## src/rtl/load_store_unit.sv

```systemverilog
// RV32 load/store unit: drives a word-aligned req/gnt data bus, steers byte
// lanes, extends load data and reports misaligned accesses or bus timeouts.
module load_store_unit #(
    parameter int TIMEOUT_CYCLES = 16
) (
    input  logic        clk_i,
    input  logic        reset_i,
    input  logic        req_valid_i,
    output logic        req_ready_o,
    input  logic        is_store_i,
    input  logic [2:0]  funct3_i,
    input  logic [31:0] addr_i,
    input  logic [31:0] store_data_i,
    output logic        resp_valid_o,
    output logic [31:0] load_data_o,
    output logic        misaligned_o,
    output logic        bus_error_o,
    output logic        mem_req_o,
    output logic        mem_we_o,
    output logic [3:0]  mem_byte_en_o,
    output logic [31:0] mem_addr_o,
    output logic [31:0] mem_wdata_o,
    input  logic        mem_gnt_i,
    input  logic        mem_rvalid_i,
    input  logic [31:0] mem_rdata_i
);

    localparam int CW = $clog2(TIMEOUT_CYCLES + 2);
    localparam logic [CW-1:0] LAST = CW'(TIMEOUT_CYCLES - 1);
    localparam bit TO_EN = (TIMEOUT_CYCLES != 0);

    typedef enum logic [1:0] {
        IDLE,
        REQ,
        WAIT_R
    } state_t;

    state_t        state;
    logic [CW-1:0] cnt;
    logic          is_store_q;
    logic [2:0]    funct3_q;
    logic [1:0]    off_q;

    logic          bad;
    logic [3:0]    be;
    logic [31:0]   wdata;
    logic [15:0]   lane;
    logic [31:0]   ext;
    logic          timeout_hit;

    assign req_ready_o = (state == IDLE);
    assign timeout_hit = TO_EN && (cnt >= LAST);

    // Request decode: lane enables, replicated write data, legality
    always_comb begin
        bad   = 1'b0;
        be    = 4'b0000;
        wdata = 32'h0;
        case (funct3_i[1:0])
            2'b00: begin
                be    = 4'b0001 << addr_i[1:0];
                wdata = {4{store_data_i[7:0]}};
            end
            2'b01: begin
                be    = 4'b0011 << addr_i[1:0];
                wdata = {2{store_data_i[15:0]}};
                bad   = addr_i[0];
            end
            2'b10: begin
                be    = 4'b1111;
                wdata = store_data_i;
                bad   = (addr_i[1:0] != 2'b00);
            end
            default: bad = 1'b1;
        endcase
        if (funct3_i[2] && (is_store_i || funct3_i[1])) begin
            bad = 1'b1;
        end
    end

    always_comb begin
        lane = 16'h0;
        case (off_q)
            2'd0: lane = mem_rdata_i[15:0];
            2'd1: lane = {8'h00, mem_rdata_i[15:8]};
            2'd2: lane = mem_rdata_i[31:16];
            default: lane = {8'h00, mem_rdata_i[31:24]};
        endcase
    end

    always_comb begin
        ext = mem_rdata_i;
        case (funct3_q)
            3'b000: ext = {{24{lane[7]}}, lane[7:0]};
            3'b001: ext = {{16{lane[15]}}, lane[15:0]};
            3'b100: ext = {24'h0, lane[7:0]};
            3'b101: ext = {16'h0, lane[15:0]};
            default: ext = mem_rdata_i;
        endcase
    end

    always_ff @(posedge clk_i or posedge reset_i) begin
        if (reset_i) begin
            state         <= IDLE;
            cnt           <= '0;
            is_store_q    <= 1'b0;
            funct3_q      <= 3'b000;
            off_q         <= 2'b00;
            resp_valid_o  <= 1'b0;
            load_data_o   <= 32'h0;
            misaligned_o  <= 1'b0;
            bus_error_o   <= 1'b0;
            mem_req_o     <= 1'b0;
            mem_we_o      <= 1'b0;
            mem_byte_en_o <= 4'b0000;
            mem_addr_o    <= 32'h0;
            mem_wdata_o   <= 32'h0;
        end else begin
            resp_valid_o <= 1'b0;
            load_data_o  <= 32'h0;
            misaligned_o <= 1'b0;
            bus_error_o  <= 1'b0;
            case (state)
                IDLE: begin
                    if (req_valid_i) begin
                        is_store_q <= is_store_i;
                        funct3_q   <= funct3_i;
                        off_q      <= addr_i[1:0];
                        if (bad) begin
                            resp_valid_o <= 1'b1;
                            misaligned_o <= 1'b1;
                        end else begin
                            state         <= REQ;
                            cnt           <= '0;
                            mem_req_o     <= 1'b1;
                            mem_we_o      <= is_store_i;
                            mem_byte_en_o <= be;
                            mem_addr_o    <= {addr_i[31:2], 2'b00};
                            mem_wdata_o   <= wdata;
                        end
                    end
                end
                REQ: begin
                    if (mem_gnt_i || timeout_hit) begin
                        mem_req_o     <= 1'b0;
                        mem_we_o      <= 1'b0;
                        mem_byte_en_o <= 4'b0000;
                        mem_addr_o    <= 32'h0;
                        mem_wdata_o   <= 32'h0;
                    end
                    // A grant in the expiry cycle still completes normally
                    if (mem_gnt_i) begin
                        if (is_store_q) begin
                            state        <= IDLE;
                            resp_valid_o <= 1'b1;
                        end else begin
                            state <= WAIT_R;
                            cnt   <= cnt + 1'b1;
                        end
                    end else if (timeout_hit) begin
                        state        <= IDLE;
                        resp_valid_o <= 1'b1;
                        bus_error_o  <= 1'b1;
                    end else begin
                        cnt <= cnt + 1'b1;
                    end
                end
                WAIT_R: begin
                    if (mem_rvalid_i) begin
                        state        <= IDLE;
                        resp_valid_o <= 1'b1;
                        load_data_o  <= ext;
                    end else if (timeout_hit) begin
                        state        <= IDLE;
                        resp_valid_o <= 1'b1;
                        bus_error_o  <= 1'b1;
                    end else begin
                        cnt <= cnt + 1'b1;
                    end
                end
                default: state <= IDLE;
            endcase
        end
    end

endmodule

```

## config.mk

```make
export PLATFORM = sky130hd
export DESIGN_NAME = load_store_unit
export DESIGN_NICKNAME = d
export VERILOG_FILES = /design/src/rtl/load_store_unit.sv
export SDC_FILE = /design/constraint.sdc
export NUM_CORES = 1
export LEC_CHECK = 0
export CAP_MARGIN = 20
export CORE_UTILIZATION = 48
export DETAILED_ROUTE_END_ITERATION = 8
export PLACE_DENSITY_LB_ADDON = 0.3
export REMOVE_ABC_BUFFERS = 1
export SETUP_SLACK_MARGIN = 0.05
export SKIP_LAST_GASP = 1
export SLEW_MARGIN = 20
export SYNTH_ARGS = -nofsm -noshare
export SYNTH_HDL_FRONTEND = slang
export SYNTH_SLANG_ARGS = --single-unit
```

## constraint.sdc

```tcl
create_clock -name clk_i -period 8.6 [get_ports clk_i]
set_input_delay 2.15 -clock clk_i [delete_from_list [all_inputs] [get_ports clk_i]]
set_output_delay 2.15 -clock clk_i [all_outputs]
set_load 0.1 [all_outputs]
```

Yosys cells after proc, flatten, opt, wreduce, memory -nomap -nowiden
Index checks and enable logic that the tools add are counted.
{"block": "op_classes", "n_reduce_logical": 14, "order_cmp": 1, "n_shift": 2, "mux": 51, "eq_ne": 14, "addsub": 1}
{"operator": "2-to-1 mux 32 bit", "n": 7}
{"operator": "case mux 32 bit (2 select lines)", "n": 2}
{"operator": "case mux 32 bit (4 select lines)", "n": 1}
{"operator": "case mux 32 bit (3 select lines)", "n": 1}
{"operator": "case mux 16 bit (3 select lines)", "n": 1}
{"operator": "2-to-1 mux 5 bit", "n": 6}
{"operator": "2-to-1 mux 1 bit", "n": 15}
{"operator": "case mux 5 bit (3 select lines)", "n": 1}
{"operator": "2-to-1 mux 2 bit", "n": 6}
{"operator": "2-to-1 mux 4 bit", "n": 3}
{"operator": "case mux 4 bit (3 select lines)", "n": 1}
{"operator": "inequality test 2 bit (second input constant)", "n": 4}
{"operator": "case mux 4 bit (2 select lines)", "n": 1}
{"operator": "equality test 2 x 1 -> 1 bit (second input constant)", "n": 3}
{"operator": "equality test 2 bit (second input constant)", "n": 3}
{"operator": "equality test 3 bit (second input constant)", "n": 2}
{"operator": "zero test 2 bit", "n": 3}
{"operator": "case mux 1 bit (2 select lines)", "n": 3}
{"operator": "case mux 1 bit (3 select lines)", "n": 2}
{"operator": "case mux 2 bit (3 select lines)", "n": 1}
{"operator": "adder 5 x 1 -> 5 bit (second input constant)", "n": 1}
{"operator": "greater-or-equal comparator 5 x 4 -> 1 bit (second input constant)", "n": 1}
{"operator": "AND reduction 5 bit", "n": 1}
{"operator": "AND reduction 2 bit", "n": 2}
{"operator": "other kinds (10)", "n": 12}
{"block": "word_totals", "register_bits": 118, "out_inout_bits": 106, "inputBits": 105, "word_cells": 97}

Longest topological paths before layout
{"block": "logic_depth", "ltp_word": 6, "ltp_mapped": 9, "depth_no_buf": 7}

Worst setup path before layout
OpenSTA, ideal clock, no wires.
{"block": "synth_path", "path_kind": "input port to flip-flop", "from": "in funct3_i[0]", "to": "reg mem_byte_en_o[0]", "path_slack_ns": 4.895, "setup_ns": 0.122, "cell_stages": 7, "t_required_ns": 8.478, "arrival_ns": 3.583, "path_buffers": 3, "cell_sequence": "buf_2 o41a_1 a21oi_1 o221ai_2 buf_2 buf_6 a22o_1"}
{"block": "synth_via", "elab_chain_cells": 5, "elab_cells_between_ends": 11, "classes_between": "3 x eq/ne; 6 x mux; 2 x reduce/logical"}
{"element": "from (decl)", "line": "11", "text": "input logic [2:0] funct3_i,"}
{"element": "equality test 2 bit, or another cell as far along", "line": "59", "text": "case (funct3_i[1:0])"}
{"element": "case mux 1 bit (3 select lines) / case mux 4 bit (3 select lines) (equally long branches)", "line": "59"}
{"element": "2-to-1 mux 1 bit / 2-to-1 mux 4 bit (equally long branches)", "line": "76, 129"}
{"element": "inequality test 2 bit (no source line) / 2-to-1 mux 4 bit (equally long branches)"}
{"element": "AND reduction 4 bit (no source line) / case mux 4 bit (2 select lines) (equally long branches)"}
{"element": "to (signal assigned)", "line": "115", "text": "mem_byte_en_o <= 4'b0000;"}
{"element": "to (signal assigned)", "line": "137", "text": "mem_byte_en_o <= be;"}
{"element": "to (signal assigned)", "line": "147", "text": "mem_byte_en_o <= 4'b0000;"}
{"element": "to (decl)", "line": "20", "text": "output logic [3:0] mem_byte_en_o,"}
Several ways; a longest one is shown, not always the timed one. The select of a mux whose other input is x is not followed.
A chain may end at the register's enable or synchronous reset.

Worst setup path after layout
{"block": "layout_path", "from": "reg state[1]", "to": "out req_ready_o"}
{"block": "layout_via", "elab_chain_cells": 1}
{"element": "from (decl)", "line": "38", "text": "state_t state;"}
{"element": "from (signal assigned)", "line": "104", "text": "state <= IDLE;"}
{"element": "from (signal assigned)", "line": "133", "text": "state <= REQ;"}
{"element": "from (signal assigned)", "line": "154", "text": "state <= IDLE;"}
{"element": "zero test 2 bit", "line": "51", "text": "assign req_ready_o = (state == IDLE);"}
{"element": "to (decl)", "line": "9", "text": "output logic req_ready_o,"}
No other way between the ends.

==> flow_summary.yaml <==
cts:
  clkSinkCount: 116
  post-cts-setup-buffers: 0
  total_number_of_h_tree_levels: 4
  cts-root-buf: "clkbuf_16"
  clk_pin_slew_ns: 0.05
  postCtsResizedCells: 0
  tritoncts: "done"
  cts_made_buffers: 17
  cts_hold_repair.buffers: 0
  clock_tree.buffer_depth: 2
  clock_insertion_delay_worst_skew_ns: 0.41
placed_design:
  post_place_setup_slack_ns: 3.61
  dp_hpwl_um: 10900
  placedCellCount: 816
  gp_routability_congestion: 0.817
  placement.io_buffers: 208
route:
  final_antenna_net_count: 0
  route.detailed.wl_per_inst_um: 18.5
  detail_route.vias_per_cell: 5.60
  route.detailed.drc: 0
  routed-via-count: 4743
  drt_first_iter_violations: 321
  finalWirelength_um: 15700
  firstDrtPassIters: 4
pwr:
  internal_power_uw: 1830
  pwr-share-clk_pct: 19.9
  power.share.sequential_pct: 22.6
  post_layout_power_uw: 3690
  power.static_leakage_uw: 0.00375
  power.net_switching_uw: 1860
  sw_frac_of_total_pct: 50.5
  irDropWorstVdd_uv: 339
  p_comb_share_pct: 57.5
  power_density_nw_per_um2: 438
outcome:
  run_status: "complete, no violations"
floorplan:
  pin_count: 211
  full_die_area_um2: 12200
  core_footprint_um2: 11500
  fp.dieW_um: 111
  floorplan.die.height_um: 111
  row_count: 39
  start_util_pct: 49.3
synthesis:
  number_of_synthesized_register_bits: 116
  synthDistinctLibCells: 52
  dominant_combinational_cell_family_by_area_after_synthesis: "compound AO/OA/AOI/OAI gates"
  yosys_most_used_dff: "dfrtp_1"
  synth_xor_area_share_pct: 0
  netlist_area_um2: 5660
  seq_area_frac_synth_pct: 51.3
  synth_adder_area_share_pct: 1.33
  synth_area_leaders: "dfrtp_1, mux2_2, nor2b_1"
  synth_edf_count: 0
  synthArstFlopShare_pct: 100
  synthMuxAreaShare_pct: 14.5
  post_synth_inst_count: 499
  most_frequent_cells_after_synthesis: "dfrtp_1, mux2_2, nor2b_1"
  most_frequent_cell_after_synthesis: "dfrtp_1"
  fraction_of_the_mapped_netlist_area_in_compound_gates_pct: 17.7
  synthesis.yosys.warnings: 0
  yosysTopAreaCell: "dfrtp_1"
  synthSimpleGateAreaFrac_pct: 11.5
  synth_top_area_share_pct: 51.3
  post_synth.cell_area_avg_um2: 11.3
timing:
  fin_worst_skew_ns: 0.00905
  timing_worst_slew_pin_value_ns: 1.06
  timing.final.setup_violations: 0
  post-route-worst-setup-slack_ns: 3.91
  max_clock_freq_mhz: 213
  rsz0062_at_grt: "no"
  period_share_pct: 54.6
  slew_violations: 0
  tns_ns: 0
  final.min_clock_period_ns: 4.69
  hold_violations: 0
  maxSlewHeadroom_pct: 28.8
global_route:
  use_met1_pct: 31.6
  grt_pass1_vias: 4946
  overall_global_routing_resource_usage_pct: 26.5
  use_met2_pct: 44.9
  number_of_antenna_violations_at_the_first_check_in_global_routing: 0
  grt_start_max_net_pins: 69
  global_route_wire_length_before_repair_um: 25400
  gr-total-overflow: 0
  grt.met3_usage_pct: 7.52
  grt.busiest_layer: "met2"
worst_hold_path:
  hold_class: "reg2reg"
worst_setup_path:
  timing.critical_path.to_type: "output port"
  worstPathBufferInverterCount: 2
  cpLargestDelayFamily: "buffers and inverters"
  timing.critical_path.slowest_cell_delay_ns: 1.20
  path_max_fanout: 8
  timing_worst_setup_path_type: "reg2out"
  required_ns: 6.45
  worst_ep_arrival_time_ns: 2.54
  worstSetupStartpointType: "flip-flop"
  crit_slowest_cell: "clkdlybuf4s50_1"
  critical_path.cell_chain: "inv_1 > ha_1 > clkdlybuf4s50_1"
layout:
  share_of_cells_above_drive_strength_1_pct: 14.6
  fillers: 768
  synthToLayoutAreaGrowth_pct: 48.9
  diodes: 0
  fin_nets: 803
  instances_no_fill: 847
run:
  drv_cap: 0
## layout make-up
type	instances	area, um2	area share, %
Sequential cell	116	2900	34.5
Tap cell	143	179	2.12
Timing Repair Buffer	211	2100	25.0
Clock buffer	21	460	5.47
Multi-Input combinational cell	337	2580	30.7
Inverter	9	36.3	0.431
Clock inverter	10	155	1.84
## worst paths after layout
kind	endpoint	cells after the start	start	slack, ns
max in group asynchronous	mem_wdata_o[20]$_DFFE_PP0P_	3	reset_i	5.13
max	req_ready_o	3	state[1]$_DFFE_PP0P_	3.91
min in group asynchronous	mem_addr_o[30]$_DFFE_PP0P_	2	reset_i	2.16
min reg2reg	mem_req_o$_DFFE_PP0P_	1	mem_req_o$_DFFE_PP0P_	0.48
max reg2reg	mem_addr_o[4]$_DFFE_PP0P_	8	cnt[0]$_DFFE_PP0P_	5.37
min	mem_req_o$_DFFE_PP0P_	1	mem_req_o$_DFFE_PP0P_	0.48
## logic make-up (layout without fill, tap and decap cells)
logic type | Yosys count | in the layout
fa+ha+maj | 6 | 6
mux | 73 | 73
simple gates | 120 | 120
buf+inv | 47 | 251
flops | 116 | 116
compound gates | 136 | 136
other cells | 1 | 2
## worst register-to-register path: cells and delay by family, from the launching register on
kind                       cells  cell delay (ns)
and+or+nand+nor                3             0.85
adders and majority gates      2             0.49
DFF                            1             0.44
AOI/OAI and AO/OA              1             0.20
buffers and inverters          1             0.69
muxes                          1             0.44
## power groups by stage
stage / clock network, uW / logic, uW / registers, uW
finish: 733 / 2120 / 833
detailed placement: 0 / 2120 / 838
global placement: 0 / 2080 / 826
global route: 773 / 2210 / 853
floorplan: 0 / 622 / 1810
CTS: 743 / 2130 / 831
## cell usage in the layout, fill, tap and decap left out, drive strengths merged, types with 3 or more instances in the layout
cell type,netlist,final
a21o,17,17
a21oi,20,20
a22o,14,14
a22oi,15,15
a2bb2oi,9,9
and3,3,3
buf,12,3
bufinv,0,4
clkbuf,26,21
clkdlybuf4s50,0,208
clkinv,0,4
dfrtp,116,116
ha,6,6
inv,9,9
mux2,61,61
mux2i,11,11
nand2,24,24
nand2b,5,5
nor2,18,18
nor2b,57,57
nor3,3,3
o21ai,26,26
o2bb2ai,9,9
## flip-flops by register name (all words and copies together) (netlist names)
signal         count
bus_error_o        1
mem_byte_en_o      4
resp_valid_o       1
cnt                5
mem_we_o           1
load_data_o       32
mem_req_o          1
mem_wdata_o       32
mem_addr_o        30
misaligned_o       1
state              2
off_q              2
is_store_q         1
funct3_q           3
## through the flow
step           hold WS, ns  cell area [um2]  utilization [%]
3_5_place_dp         0.469             7810             68.1
3_3_place_gp         0.460             7800             68.0
6_report             0.479             8420             73.4
4_1_cts              0.484             8420             73.4
5_1_grt              0.501             8420             73.4
2_1_floorplan        0.494             5490                -
## metal layers
| layer | share of wire [%] | wire length, um |
|---|---|---|
| met1 | 41 | 6450 |
| met3 | 6.1 | 960 |
| met2 | 50 | 7840 |
| met4 | 2.6 | 413 |
| met5 | 0 | 0 |
Note: power is estimated with default switching activity, not from simulation.
